<file path="src/rtl/cell_stim_pkg.sv">
// Shared constants, state encoding and MISR step function for the stimulus/capture block.
package cell_stim_pkg;

  // Register offsets within the 256-byte decode window
  localparam logic [7:0] OFF_CTRL     = 8'h00;
  localparam logic [7:0] OFF_SETTLE   = 8'h04;
  localparam logic [7:0] OFF_LAST_VEC = 8'h08;
  localparam logic [7:0] OFF_SIG      = 8'h0C;
  localparam logic [7:0] OFF_RESP     = 8'h10;
  localparam logic [7:0] OFF_VEC      = 8'h14;

  localparam logic [31:0] MISR_POLY = 32'h04C1_1DB7;

  typedef enum logic [1:0] {
    StIdle,
    StSettle,
    StSample,
    StDone
  } state_e;

  // One MISR step: Galois shift with feedback, then fold in the new response
  function automatic logic [31:0] misr_next(input logic [31:0] sig, input logic [31:0] data);
    return ({sig[30:0], 1'b0} ^ (sig[31] ? MISR_POLY : 32'h0)) ^ data;
  endfunction

endpackage

</file>
<file path="src/rtl/cell_stim_capture_if.sv">
// Wishbone slave bus bundle for cell_stim_capture.
interface cell_stim_capture_if;
  logic        wbs_stb_i;
  logic        wbs_cyc_i;
  logic        wbs_we_i;
  logic [3:0]  wbs_sel_i;
  logic [31:0] wbs_adr_i;
  logic [31:0] wbs_dat_i;
  logic        wbs_ack_o;
  logic [31:0] wbs_dat_o;

  modport master (
    output wbs_stb_i, wbs_cyc_i, wbs_we_i, wbs_sel_i, wbs_adr_i, wbs_dat_i,
    input  wbs_ack_o, wbs_dat_o
  );

  modport slave (
    input  wbs_stb_i, wbs_cyc_i, wbs_we_i, wbs_sel_i, wbs_adr_i, wbs_dat_i,
    output wbs_ack_o, wbs_dat_o
  );
endinterface

</file>
<file path="src/rtl/cell_stim_misr.sv">
// 32-bit multiple-input signature register with seed load and step controls.
module cell_stim_misr
  import cell_stim_pkg::*;
#(
  parameter logic [31:0] SEED = 32'hFFFF_FFFF
) (
  input  logic        i_clk,
  input  logic        i_rst_n,
  input  logic        i_load,
  input  logic        i_step,
  input  logic [31:0] i_data,
  output logic [31:0] o_sig
);

  logic [31:0] r_sig;
  logic [31:0] w_sig_d;

  // Load wins over step so a restart always begins from the seed
  always_comb begin
    w_sig_d = r_sig;
    if (i_load) begin
      w_sig_d = SEED;
    end else if (i_step) begin
      w_sig_d = misr_next(r_sig, i_data);
    end
  end

  // Signature register
  always_ff @(posedge i_clk or negedge i_rst_n) begin
    if (!i_rst_n) begin
      r_sig <= SEED;
    end else begin
      r_sig <= w_sig_d;
    end
  end

  assign o_sig = r_sig;

endmodule

</file>
<file path="src/rtl/cell_stim_capture.sv">
// Wishbone-programmable exhaustive stimulus sweep with MISR response compaction.
module cell_stim_capture
  import cell_stim_pkg::*;
#(
  parameter int unsigned NUM_IN    = 4,
  parameter int unsigned NUM_OUT   = 2,
  parameter logic [31:0] BASE_ADDR = 32'h3000_0000,
  parameter logic [31:0] SEED      = 32'hFFFF_FFFF
) (
  input  logic               wb_clk_i,
  input  logic               wb_rst_ni,
  cell_stim_capture_if.slave wbs,
  output logic [NUM_IN-1:0]  stim_o,
  input  logic [NUM_OUT-1:0] resp_i,
  output logic               busy_o,
  output logic               done_o
);

  state_e             r_state, w_state_d;
  logic [7:0]         r_cnt, w_cnt_d;
  logic [NUM_IN-1:0]  r_vec, w_vec_d;
  logic [NUM_IN-1:0]  r_stim, w_stim_d;
  logic [NUM_OUT-1:0] r_resp, w_resp_d;
  logic               r_done, w_done_d;
  logic [7:0]         r_settle;
  logic [NUM_IN-1:0]  r_last_vec;
  logic               r_ack;
  logic [31:0]        r_dat;

  logic [7:0]        w_off;
  logic              w_hit, w_req, w_wr;
  logic              w_start, w_abort, w_busy;
  logic [7:0]        w_reload;
  logic [15:0]       w_lv_full;
  logic [NUM_IN-1:0] w_lv_new;
  logic [31:0]       w_rdata;
  logic [31:0]       w_sig;
  logic              w_misr_load, w_misr_step;
  logic              w_unused;

  assign w_off = wbs.wbs_adr_i[7:0];
  assign w_hit = wbs.wbs_stb_i & wbs.wbs_cyc_i & (wbs.wbs_adr_i[31:8] == BASE_ADDR[31:8]);
  // Gating with r_ack splits a held strobe into separate single-ack accesses
  assign w_req = w_hit & ~r_ack;
  assign w_wr  = w_req & wbs.wbs_we_i;

  assign w_start  = w_wr & (w_off == OFF_CTRL) & wbs.wbs_sel_i[0] & wbs.wbs_dat_i[0];
  assign w_abort  = w_wr & (w_off == OFF_CTRL) & wbs.wbs_sel_i[0] & wbs.wbs_dat_i[1];
  assign w_busy   = (r_state == StSettle) | (r_state == StSample);
  assign w_reload = (r_settle == 8'd0) ? 8'd1 : r_settle;

  // Byte-lane merge for LAST_VEC writes
  always_comb begin
    w_lv_full = 16'(r_last_vec);
    if (wbs.wbs_sel_i[0]) w_lv_full[7:0] = wbs.wbs_dat_i[7:0];
    if (wbs.wbs_sel_i[1]) w_lv_full[15:8] = wbs.wbs_dat_i[15:8];
    w_lv_new = w_lv_full[NUM_IN-1:0];
  end

  // Read data mux; unmapped offsets return zero
  always_comb begin
    w_rdata = 32'h0;
    case (w_off)
      OFF_CTRL:     w_rdata = {30'b0, r_done, w_busy};
      OFF_SETTLE:   w_rdata = {24'b0, r_settle};
      OFF_LAST_VEC: w_rdata = 32'(r_last_vec);
      OFF_SIG:      w_rdata = w_sig;
      OFF_RESP:     w_rdata = 32'(r_resp);
      OFF_VEC:      w_rdata = 32'(r_vec);
      default:      w_rdata = 32'h0;
    endcase
  end

  // Bus ack and read data, valid for exactly one cycle per access
  always_ff @(posedge wb_clk_i or negedge wb_rst_ni) begin
    if (!wb_rst_ni) begin
      r_ack <= 1'b0;
      r_dat <= 32'h0;
    end else begin
      r_ack <= w_req;
      r_dat <= (w_req & ~wbs.wbs_we_i) ? w_rdata : 32'h0;
    end
  end

  // Configuration registers, frozen while a sweep is running
  always_ff @(posedge wb_clk_i or negedge wb_rst_ni) begin
    if (!wb_rst_ni) begin
      r_settle   <= 8'd1;
      r_last_vec <= '1;
    end else if (w_wr & ~w_busy) begin
      if ((w_off == OFF_SETTLE) && wbs.wbs_sel_i[0]) r_settle <= wbs.wbs_dat_i[7:0];
      if (w_off == OFF_LAST_VEC) r_last_vec <= w_lv_new;
    end
  end

  // Sweep FSM next-state; ABORT overrides everything including START
  always_comb begin
    w_state_d   = r_state;
    w_cnt_d     = r_cnt;
    w_vec_d     = r_vec;
    w_stim_d    = r_stim;
    w_resp_d    = r_resp;
    w_done_d    = r_done;
    w_misr_load = 1'b0;
    w_misr_step = 1'b0;
    if (w_abort) begin
      w_state_d = StIdle;
      w_stim_d  = '0;
      w_done_d  = 1'b0;
    end else begin
      case (r_state)
        StIdle, StDone: begin
          if (w_start) begin
            w_vec_d     = '0;
            w_stim_d    = '0;
            w_done_d    = 1'b0;
            w_cnt_d     = w_reload;
            w_misr_load = 1'b1;
            w_state_d   = StSettle;
          end
        end
        StSettle: begin
          if (r_cnt == 8'd1) begin
            w_state_d = StSample;
          end else begin
            w_cnt_d = r_cnt - 8'd1;
          end
        end
        StSample: begin
          w_resp_d    = resp_i;
          w_misr_step = 1'b1;
          // Terminal compare precedes the increment, so VEC never wraps
          if (r_vec == r_last_vec) begin
            w_state_d = StDone;
            w_done_d  = 1'b1;
          end else begin
            w_vec_d   = r_vec + 1'b1;
            w_stim_d  = r_vec + 1'b1;
            w_cnt_d   = w_reload;
            w_state_d = StSettle;
          end
        end
        default: w_state_d = StIdle;
      endcase
    end
  end

  // Sweep FSM state and datapath registers
  always_ff @(posedge wb_clk_i or negedge wb_rst_ni) begin
    if (!wb_rst_ni) begin
      r_state <= StIdle;
      r_cnt   <= 8'd0;
      r_vec   <= '0;
      r_stim  <= '0;
      r_resp  <= '0;
      r_done  <= 1'b0;
    end else begin
      r_state <= w_state_d;
      r_cnt   <= w_cnt_d;
      r_vec   <= w_vec_d;
      r_stim  <= w_stim_d;
      r_resp  <= w_resp_d;
      r_done  <= w_done_d;
    end
  end

  cell_stim_misr #(
    .SEED(SEED)
  ) u_misr (
    .i_clk   (wb_clk_i),
    .i_rst_n (wb_rst_ni),
    .i_load  (w_misr_load),
    .i_step  (w_misr_step),
    .i_data  (32'(resp_i)),
    .o_sig   (w_sig)
  );

  assign stim_o        = r_stim;
  assign busy_o        = w_busy;
  assign done_o        = r_done;
  assign wbs.wbs_ack_o = r_ack;
  assign wbs.wbs_dat_o = r_dat;

  assign w_unused = ^{wbs.wbs_dat_i[31:16], wbs.wbs_sel_i[3:2], w_lv_full};

endmodule

</file>
<file path="src/flat_wrapper.sv">
// flat-port wrapper written by rule: the top's interface ports become plain ports
module cell_stim_capture_flat import cell_stim_pkg::*;
#(
  parameter int unsigned NUM_IN    = 4,
  parameter int unsigned NUM_OUT   = 2,
  parameter logic [31:0] BASE_ADDR = 32'h3000_0000,
  parameter logic [31:0] SEED      = 32'hFFFF_FFFF
)
  (wb_clk_i, wb_rst_ni, stim_o, resp_i, busy_o, done_o, wbs_wbs_stb_i, wbs_wbs_cyc_i, wbs_wbs_we_i, wbs_wbs_sel_i, wbs_wbs_adr_i, wbs_wbs_dat_i, wbs_wbs_ack_o, wbs_wbs_dat_o);
  cell_stim_capture_if wbs_i ();
  input  logic wb_clk_i;
  input  logic wb_rst_ni;
  output logic [NUM_IN-1:0] stim_o;
  input  logic [NUM_OUT-1:0] resp_i;
  output logic busy_o;
  output logic done_o;
  input wire logic [$bits(wbs_i.wbs_stb_i)-1:0] wbs_wbs_stb_i;
  input wire logic [$bits(wbs_i.wbs_cyc_i)-1:0] wbs_wbs_cyc_i;
  input wire logic [$bits(wbs_i.wbs_we_i)-1:0] wbs_wbs_we_i;
  input wire logic [$bits(wbs_i.wbs_sel_i)-1:0] wbs_wbs_sel_i;
  input wire logic [$bits(wbs_i.wbs_adr_i)-1:0] wbs_wbs_adr_i;
  input wire logic [$bits(wbs_i.wbs_dat_i)-1:0] wbs_wbs_dat_i;
  output wire logic [$bits(wbs_i.wbs_ack_o)-1:0] wbs_wbs_ack_o;
  output wire logic [$bits(wbs_i.wbs_dat_o)-1:0] wbs_wbs_dat_o;
  assign wbs_i.wbs_stb_i = wbs_wbs_stb_i;
  assign wbs_i.wbs_cyc_i = wbs_wbs_cyc_i;
  assign wbs_i.wbs_we_i = wbs_wbs_we_i;
  assign wbs_i.wbs_sel_i = wbs_wbs_sel_i;
  assign wbs_i.wbs_adr_i = wbs_wbs_adr_i;
  assign wbs_i.wbs_dat_i = wbs_wbs_dat_i;
  assign wbs_wbs_ack_o = wbs_i.wbs_ack_o;
  assign wbs_wbs_dat_o = wbs_i.wbs_dat_o;
  cell_stim_capture #(.NUM_IN(NUM_IN), .NUM_OUT(NUM_OUT), .BASE_ADDR(BASE_ADDR), .SEED(SEED)) u_core (.wb_clk_i(wb_clk_i), .wb_rst_ni(wb_rst_ni), .wbs(wbs_i), .stim_o(stim_o), .resp_i(resp_i), .busy_o(busy_o), .done_o(done_o));
endmodule
</file>
<file path="config.mk">
export PLATFORM = sky130hd
export DESIGN_NAME = cell_stim_capture_flat
export DESIGN_NICKNAME = d
export VERILOG_FILES = /design/src/rtl/cell_stim_pkg.sv /design/src/rtl/cell_stim_capture_if.sv /design/src/rtl/cell_stim_misr.sv /design/src/rtl/cell_stim_capture.sv /design/src/flat_wrapper.sv
export SDC_FILE = /design/constraint.sdc
export NUM_CORES = 1
export LEC_CHECK = 0
export BUFFER_PORTS_ARGS = -buffer_cell sky130_fd_sc_hd__buf_2
export CORE_MARGIN = 1.5
export CORE_UTILIZATION = 45
export CTS_CLUSTER_DIAMETER = 30
export DETAILED_ROUTE_END_ITERATION = 8
export GPL_ROUTABILITY_DRIVEN = 1
export PLACE_DENSITY = 0.69
export SYNTH_ARGS = -nofsm -noshare
export SYNTH_HDL_FRONTEND = slang
export SYNTH_SLANG_ARGS = --single-unit
</file>
<file path="constraint.sdc">
create_clock -name wb_clk_i -period 2.25 [get_ports wb_clk_i]
set_input_delay 0.45 -clock wb_clk_i [delete_from_list [all_inputs] [get_ports wb_clk_i]]
set_output_delay 0.45 -clock wb_clk_i [all_outputs]
set_load 0.005 [all_outputs]
</file>
==> results.cfg, run 1 <==
[outcome]
outcome = finished clean

[route]
first_iter_violations = 221
drt-vias-per-instance = 5.40
vias = 3664
routed_wl_um = 10700
avgRoutedWirePerCell_um = 15.8
drtPass1Iterations = 5
drtAntennaViolNets = 0
drc = 0

[critical_path]
cp-start-kind = flop
cp.arrival_ns = 2.32
criticalPathCategory = reg2reg
cp.required_ns = 2.51
cp-end-kind = flop
worstPathMaxFanout = 7

[synthesis]
synthesis.nets = 505
synth.area.top_cells = dfrtp_1 (32%), dfstp_2 (21%), nand3_1 (4.5%)
synth_cells = 425
synth_area_um2 = 4710
synth-edff-count = 0
synth.most_common_cell = dfrtp_1
async_reset_ff_share_pct = 100
ys.flop_type = dfrtp_1
ys_seq_elements = 98
synth_common_cells = dfrtp_1 (61), nand2_1 (46), nand3_1 (42)
yosys.cell_types.count = 56
syn_avg_cell_area_um2 = 11.1
ys_seq_area_share_pct = 53.1
yosys.area.top_type = dfrtp_1
yosysWarnings = 0
yosysTopAreaCellShare_pct = 32.4

[sta]
setup_viol = 0
fin_crit_sh_pct = 91.3
final_max_slew_viol_count = 0
timing.fmax_ghz = 0.487
grt_setup_unrepaired = no
tightest_slew_ns = 0.439
fin_skew_ns = 0.00938
setup_tns_ns = 0
setup_slack_ns = 0.196
hold_viol = 0
slew_headroom_pct = 70.8
hold_slack_ns = 0.295
fin_crit_ns = 2.05

[floorplan]
start_util_pct = 46.0
ios = 114
die_h_um = 105
coreArea_um2 = 10200
fp.dieW_um = 105
rows = 37
fp.dieArea_um2 = 11100

[placement]
hpwl_um = 7880
post-place-ws_ns = -0.139
place_inst = 662
post_dp_cell_area_um2 = 5560
gp_congestion = 0.907
portBuffers = 86

[finish]
diodes = 0
drive_above_1_share_pct = 41.1
fin_nets = 618
area_growth_pct = 22.8
stdcell_area_um2 = 5780
fin_cells = 679

[pwr]
p_leak_nw = 2.77
combPwrFrac_pct = 24.6
pwr-share-seq_pct = 49.1
switching_share_pct = 31.6
ir_drop_mv = 0.407
pwr-share-clk_pct = 26.3
p_int_mw = 3.22
power_density_nw_per_um2 = 815
power_switching_mw = 1.49

[cts]
clk_pin_slew_ns = 0.10
cts_root_buf = clkbuf_8
cts-htree-levels = 3
cts_sinks = 98
clk_latency_ns = 0.38
clockBufferDepth = 2
numCtsBuffers = 9
cts_tree = built

[global_route]
grt_pass1_vias = 3612
grt_usage_pct = 20.8
grt_pass1_wl_um = 18100
grt_remaining_overflow = 0
grt_max_degree = 47
antenna_found_initial = 0

[hold_path]
hold_class = in2reg

[job]
maxCapViolations = 0
-- worst paths after layout --
check	from	endpoint	slack, ns	cells after the start
setup / recovery	u_core.wbs.wbs_ack_o	u_core.r_cnt[5]	0.20	8
hold / removal	wbs_wbs_dat_i[4]	u_core.r_settle[4]	0.30	2
setup reg to reg	u_core.wbs.wbs_ack_o	u_core.r_cnt[5]	0.20	8
hold reg to reg	u_core.u_misr.o_sig[20]	u_core.u_misr.o_sig[20]	0.50	2
max in group asynchronous	wb_rst_ni	u_core.r_last_vec[2]	1.01	3
min in group asynchronous	wb_rst_ni	u_core.r_resp[1]	0.53	2
-- metrics by stage --
step	power [mW]	utilization [%]
6_report	4.71	56.5
5_1_grt	4.99	56.5
4_1_cts	4.74	56.5
3_5_place_dp	3.50	54.3
3_3_place_gp	3.45	54.3
2_1_floorplan	3.02	-
-- final cells by class --
type	count	area [um2]
clock buffer	9	124
clock inverter	7	90.1
fill	875	4450
inverter	10	37.5
multi-input combinational	290	2040
sequential	98	2500
tap	136	170
timing repair buffer	129	821
-- cells by family (layout without fill, tap and decap cells) --
kind of cell,count (synthesis),after routing,share of synthesized area [%]
XOR/XNOR,21,21,3.91
flip-flops,98,98,53.1
adder cells (fa/ha/maj),5,5,1.33
AO/OA/AOI/OAI,65,65,11.6
multiplexers,25,25,6.27
AND/OR/NAND/NOR,174,174,20.0
buffers and inverters,37,155,3.88
-- worst max-delay path, stage by stage (launching register included) --
cell,delay [ns]
dfrtp_1,0.39
nor4_1,0.16
nand4_1,0.13
buf_4,0.18
o41ai_4,0.36
buf_4,0.22
buf_12,0.12
and3_1,0.27
a31oi_1,0.11
-- power by group through the flow --
stage | logic [mW] | registers, mW | clock network [mW]
floorplan | 0.754 | 2.27 | 0
global placement | 1.12 | 2.33 | 0
detailed placement | 1.16 | 2.34 | 0
CTS | 1.16 | 2.31 | 1.27
global route | 1.30 | 2.34 | 1.35
finish | 1.16 | 2.31 | 1.24
-- registers in the layout, summed over array words and instances (netlist names) --
name	count
u_core.r_state	2
u_core.wbs.wbs_dat_o	32
u_core.r_last_vec	4
u_core.r_resp	2
u_core.r_settle	8
u_core.r_vec	4
u_core.done_o	1
u_core.stim_o	4
u_core.wbs.wbs_ack_o	1
u_core.r_cnt	8
u_core.u_misr.o_sig	32
-- placed cells by master, fill, tap and decap left out, types with 3 or more instances in the layout --
cell / netlist / final
buf_2: 5 / 85
dfrtp_1: 61 / 61
nand2_1: 46 / 46
nand3_1: 42 / 42
buf_4: 0 / 38
dfstp_2: 37 / 37
and2_1: 25 / 25
nor2_1: 19 / 19
mux2_2: 16 / 16
xnor2_1: 15 / 15
o211ai_2: 13 / 13
inv_1: 9 / 9
nand4_1: 9 / 9
a21oi_1: 9 / 9
o21ai_0: 9 / 9
clkbuf_8: 0 / 9
nor4_1: 8 / 8
mux2i_1: 7 / 7
xor2_1: 6 / 6
o2bb2ai_1: 6 / 6
ha_1: 5 / 5
buf_12: 0 / 5
a32oi_1: 4 / 4
nor3_1: 4 / 4
a22oi_1: 3 / 3
o22ai_1: 3 / 3
inv_6: 0 / 3
inv_8: 0 / 3
-- metal layers --
| metal | up-vias | part of all wire, % | global-route usage (%) |
|---|---|---|---|
| li1 | 1740 | - | - |
| met1 | 1814 | 44 | 27.5 |
| met2 | 97 | 50 | 34.8 |
| met3 | 13 | 4.4 | 3.90 |
| met4 | 0 | 1.0 | 6.16 |
| met5 | - | 0 | 0 |
-- what timing repair did --
action / 4_1_cts / 5_1_grt
setup buffers: 0 / 0
hold buffers: 1 / 0
hold endpoints to repair: 9 / 0
gates resized for setup: 0 / 0
Power figures use the tool's default switching activity.
==> run 2: changes to the inputs <==
SETUP_SLACK_MARGIN = 0.2   (was unset)
clock period = 2 ns   (was 2.25 ns; I/O delays follow)
==> run 2 against run 1 <==
The flow now finishes with violations (negative setup slack); critical path type unchanged; global-route usage is 0.67 points higher; critical endpoint is now u_core.r_last_vec[0]; via count is 6.0% higher; largest power group unchanged; hold slack worse by 0.041 ns; clock-buffer cell count stayed put; largest cell class unchanged.
==> results.cfg, run 2 (synthesis gave the netlist of run 1 again) <==
[critical_path]
slowest_stage = dfrtp_1
worst-path-stages = 8
reg2regPathDepth = 8
cp-start-kind = flop
cp.arrival_ns = 2.36
slowest_delay_ns = 0.39
criticalPathCategory = reg2reg
cp.required_ns = 2.30
worstPathMaxFanout = 4
cp_cell_sequence = nor4_2 > nand4_1 > buf_6 > or2_4 > buf_6 > nor4_4 > buf_4 > mux2_2
crit_top_cell = buf_6
cp-end-kind = flop
cpLargestDelayFamily = simple AND/OR/NAND/NOR gates
cp_num_buf_inv = 3

[sta]
final_max_slew_viol_count = 0
hold_slack_ns = 0.254
setup_viol = 34
tightest_slew_ns = 0.347
setup_slack_ns = -0.0577
fin_skew_ns = 0.0106
hold_viol = 0
grt_setup_unrepaired = yes
timing.fmax_ghz = 0.486
fin_crit_ns = 2.06
slew_headroom_pct = 76.8
fin_crit_sh_pct = 103

[pwr]
ir_drop_mv = 0.504
p_total_mw = 5.64
p_leak_nw = 3.09
power_density_nw_per_um2 = 870

[global_route]
grt_remaining_overflow = 0
use_met2_pct = 35.6
antenna_found_initial = 0
grt_use_met1_pct = 27.2
grt_pass1_vias = 3712
grt_usage_pct = 21.5
met3_usage_pct = 5.13
busiest_layer = met2
grt_pass1_wl_um = 18400
grt_max_degree = 59

[route]
drc = 0
routed_wl_um = 12100
drtAntennaViolNets = 0
vias = 3885
avgRoutedWirePerCell_um = 17.2
drt-vias-per-instance = 5.52
first_iter_violations = 192
drtPass1Iterations = 4

[outcome]
outcome = finished with violations
failed_checks = negative setup slack

[floorplan]
die_h_um = 105
start_util_pct = 46.0
ios = 114
coreArea_um2 = 10200
rows = 37
fp.dieW_um = 105
fp.dieArea_um2 = 11100

[finish]
drive_above_1_share_pct = 56.7
layout_common_cells = buf_2 (84), dfrtp_1 (61), nand2_1 (46), buf_4 (46), dfstp_2 (37)
diodes = 0
fill_cells = 795
area_growth_pct = 37.8
register_area_um2 = 2500
multi_input_area_um2 = 2450
final_common_cell = buf_2
fin_cells = 704
stdcell_area_um2 = 6490
fin_nets = 643

[placement]
portBuffers = 86
hpwl_um = 8230
post-place-ws_ns = -0.364
post_dp_cell_area_um2 = 5800
gp_congestion = 0.898
place_inst = 674

[cts]
clockBufferDepth = 2
clk_pin_slew_ns = 0.10
cts_tree = built
numCtsBuffers = 9
cts_sinks = 98
cts-htree-levels = 3
clk_latency_ns = 0.37
cts_root_buf = clkbuf_8

[hold_path]
hold_class = in2reg
hold_depth = 2

[job]
maxCapViolations = 0
-- run 2: cell types whose count changed in the layout (fill, tap and decap cells not counted), moves of 4 or more --
cell / delta
buf_4: +8
and2_4: +25
nor2_1: -7
and2_1: -25
nand3_2: +13
mux2_4: +10
mux2_2: -10
nand3_1: -16
nor4_1: -4
nor2_2: +4
buf_6: +13
-- run 2: worst paths after layout --
check                                     start                       to  slack, ns
setup / recovery           u_core.wbs.wbs_ack_o     u_core.r_last_vec[0]      -0.06
hold / removal                 wbs_wbs_dat_i[5]       u_core.r_settle[5]       0.25
setup reg to reg           u_core.wbs.wbs_ack_o     u_core.r_last_vec[0]      -0.06
hold reg to reg                 u_core.r_cnt[6]          u_core.r_cnt[6]       0.51
max in group asynchronous             wb_rst_ni  u_core.u_misr.o_sig[18]       1.08
min in group asynchronous             wb_rst_ni  u_core.wbs.wbs_dat_o[4]       0.38
-- run 2: where the power goes --
group          switching (mW)  internal [mW]
Clock                   0.766          0.618
Sequential              0.252           2.36
Combinational           0.803          0.844
Total                    1.82           3.82
-- run 2: timing repair --
action,4_1_cts,5_1_grt
setup endpoints to repair,98,98
resized for setup,41,43
hold endpoints to repair,3,0
pin swaps,21,18
cloned,0,3
hold buffers,1,0
setup buffers,3,7
-- run 2: cell type report --
class | count | share of cell area [%]
Timing Repair Buffer | 153 | 17.1
Sequential cell | 98 | 38.5
Inverter | 10 | 0.617
Multi-Input combinational cell | 291 | 37.8
Clock inverter | 7 | 1.41
Tap cell | 136 | 2.62
Clock buffer | 9 | 1.91
-- run 2: metrics by stage --
step / utilization [%] / setup TNS, ns
floorplan: - / -7.24
global placement: 56.7 / -24.03
detailed placement: 56.7 / -24.50
CTS: 60.3 / -0.804
global route: 63.4 / -5.82
finish: 63.4 / -1.16
-- run 2: layer usage --
metal  up-vias  wire length (um)  share of wire, %
met5         -                 0                 0
met3        18               600               4.9
met1      1965              5040                42
met2       105              6240                51
met4         0               246               2.0
li1       1797                 -                 -
==> run 3: changes to the inputs <==
PLACE_DENSITY = 0.68   (was 0.69)
SLEW_MARGIN = 10   (was unset)
SYNTH_HIERARCHICAL = 1   (was unset)
==> run 3 against run 2 <==
The run still ends with negative setup slack left; routed wire length shrank 4.9%; combinational power shrank 11%; clock skew grew 0.0031 ns; sequential cell count is the same; sequential power grew 9.6%; utilization shrank 2.6 points; design area grew 2.0%; critical endpoint is now u_core/u_misr/o_sig[3]; largest cell class is now multi-input gates.
==> results.cfg, run 3 <==
[placement]
portBuffers = 86
hpwl_um = 7740
gp_congestion = 0.820
post_dp_cell_area_um2 = 6100
post-place-ws_ns = -0.383

[global_route]
grt_remaining_overflow = 0
grt_pass1_vias = 3649
grt_max_degree = 40
grt_pass1_wl_um = 18100
antenna_found_initial = 0
grt_usage_pct = 20.2

[sta]
fin_skew_ns = 0.0138
setup_tns_ns = -2.12
setup_slack_ns = -0.0708
tightest_slew_ns = 0.624
timing.fmax_ghz = 0.483
setup_viol = 49
slew_headroom_pct = 58.1
final_max_slew_viol_count = 0
hold_viol = 0
hold_slack_ns = 0.260
fin_crit_sh_pct = 104
fin_crit_ns = 2.07
grt_setup_unrepaired = yes

[critical_path]
crit_path_start = u_core/wbs.wbs_ack_o
rrSetupSlack_ns = -0.07
criticalPathCategory = reg2reg
cp.required_ns = 2.33
worstPathMaxFanout = 8
cp-end-kind = flop
reg2regPathDepth = 10
cp-start-kind = flop
crit_top_cell = buf_6
r2r_start = u_core/wbs.wbs_ack_o
regToRegEndpoint = u_core/u_misr/o_sig[3]
slowest_delay_ns = 0.39
cp_cell_sequence = nor4bb_2 > nand3_1 > buf_4 > buf_6 > nor3_4 > buf_6 > nor3b_4 > buf_6 > clkbuf_16 > a211o_1
slowest_stage = dfrtp_1
cp.arrival_ns = 2.40

[hold_path]
worstHoldEndpoint = u_core/r_settle[7]
min_from = wbs_wbs_dat_i[7]
hold_class = in2reg
hold_depth = 2

[synthesis]
async_reset_ff_share_pct = 100
synth-simple-area-share_pct = 17.8
synth.area.top_cells = dfrtp_1 (30%), dfstp_2 (19%), a211o_1 (5.6%)
synth_top_family_by_area = simple AND/OR/NAND/NOR gates
ys.flop_type = dfrtp_1
synth.most_common_cell = dfrtp_1
synth_area_um2 = 5040
yosysTopAreaCellShare_pct = 30.3
ys_seq_area_share_pct = 49.5
syn_avg_cell_area_um2 = 11.8
synth_cells = 428
muxShareOfSynthArea_pct = 5.09
yosys.cell_types.count = 51
synth_common_cells = dfrtp_1 (61), dfstp_2 (37), a211o_1 (32)
yosys.area.top_type = dfrtp_1
yosysWarnings = 6
yosys.area_share.xor_xnor_pct = 10.8
ys_seq_elements = 98
yosys.area_share.adder_pct = 1.49
synth-edff-count = 0
synth_compound_area_share_pct = 12.1

[route]
drtAntennaViolNets = 0
first_iter_violations = 169
routed_wl_um = 11500
drtPass1Iterations = 5
drt-vias-per-instance = 5.17
vias = 3761
drc = 0
avgRoutedWirePerCell_um = 15.9

[cts]
cts_tree = built
cts_root_buf = clkbuf_8
cts_sinks = 98
cts-htree-levels = 3
clockBufferDepth = 2
numCtsBuffers = 9
clk_pin_slew_ns = 0.10
clk_latency_ns = 0.38

[pwr]
p_leak_nw = 3.46
power_density_nw_per_um2 = 853
ir_drop_mv = 0.590

[finish]
layout_common_cells = buf_2 (85), dfrtp_1 (61), dfstp_2 (37), a211o_1 (32), conb_1 (30)
diodes = 0
fill_cells = 879
area_growth_pct = 31.2
stdcell_area_um2 = 6620
drive_above_1_share_pct = 44.3
final_common_cell = buf_2
fin_nets = 663

[floorplan]
fp.dieArea_um2 = 11900
start_util_pct = 46.3
fp.dieW_um = 109
coreArea_um2 = 10900
die_h_um = 109
rows = 38
ios = 114

[job]
maxCapViolations = 0

[outcome]
failed_checks = negative setup slack
outcome = finished with violations
## run 3: cell count changes after synthesis, moves of 5 or more
cell	before	now
xnor2_1	15	2
o2bb2ai_1	6	0
a21oi_1	9	15
nor2b_1	2	29
mux2_2	16	21
nand3_1	42	10
xor3_4	0	5
xor2_1	6	23
o211ai_2	13	0
mux2i_1	7	2
a211o_1	0	32
nand2_1	46	15
xor3_1	0	8
nor2_1	19	24
## run 3: metal layers
layer  global-route usage, %  routed length, um  vias up
li1                        -                  -     1805
met4                    7.33                179        0
met2                    31.7               5350       98
met5                       0                  0        -
met3                    3.47                623       11
met1                    28.3               5380     1847
## run 3: through the flow
| step | utilization, % | power, mW | std cells |
|---|---|---|---|
| floorplan | - | 4.04 | 457 |
| global placement | 56.0 | 4.29 | 703 |
| detailed placement | 56.0 | 4.35 | 703 |
| CTS | 59.2 | 5.69 | 724 |
| global route | 60.8 | 5.96 | 727 |
| finish | 60.8 | 5.64 | 727 |
## run 3: area by class of cell
type	count	area [um2]	area share, %
clock buffer	10	138	2.08
inverter	9	33.8	0.510
timing repair buffer	136	1000	15.1
tap	140	175	2.65
sequential	98	2500	37.8
clock inverter	6	63.8	0.964
multi-input combinational	328	2710	40.9
## run 3: worst max path at each step
stage | to | slack [ns]
final | u_core/u_misr/o_sig[3] | -0.07
after global routing | u_core/u_misr/o_sig[28] | -0.20
after CTS | u_core/r_vec[2] | -0.03
after detailed placement | u_core/r_vec[2] | -0.38
after global placement | u_core/r_vec[2] | -0.33
after floorplan | u_core/u_misr/o_sig[1] | -0.24
## run 3: cell families after synthesis
kind of cell             Yosys count
AO/OA/AOI/OAI                     81
XOR/XNOR                          38
adder cells (fa/ha/maj)            6
buffers and inverters             31
flip-flops                        98
multiplexers                      23
other                              1
AND/OR/NAND/NOR                  150
## run 3: power breakdown
group          internal [mW]  switching (mW)
Combinational           1.07           0.398
Sequential              2.53           0.334
Clock                  0.615           0.703
Total                   4.21            1.43
## run 3: repair_timing
item                                    4_1_cts  5_1_grt
pin swaps                                     8        7
gates cloned                                  2        2
gates resized for setup                      16       29
hold endpoints to repair                      9        0
buffers inserted                              2        1
endpoints found under the setup margin       90       98
hold buffers                                  1        0
## run 3: worst max-delay path, delay by kind of cell (launching register included)
kind / cells / cell delay, ns
simple gates: 4 / 0.78
compound gates: 1 / 0.10
flops: 1 / 0.39
buf+inv: 5 / 0.75
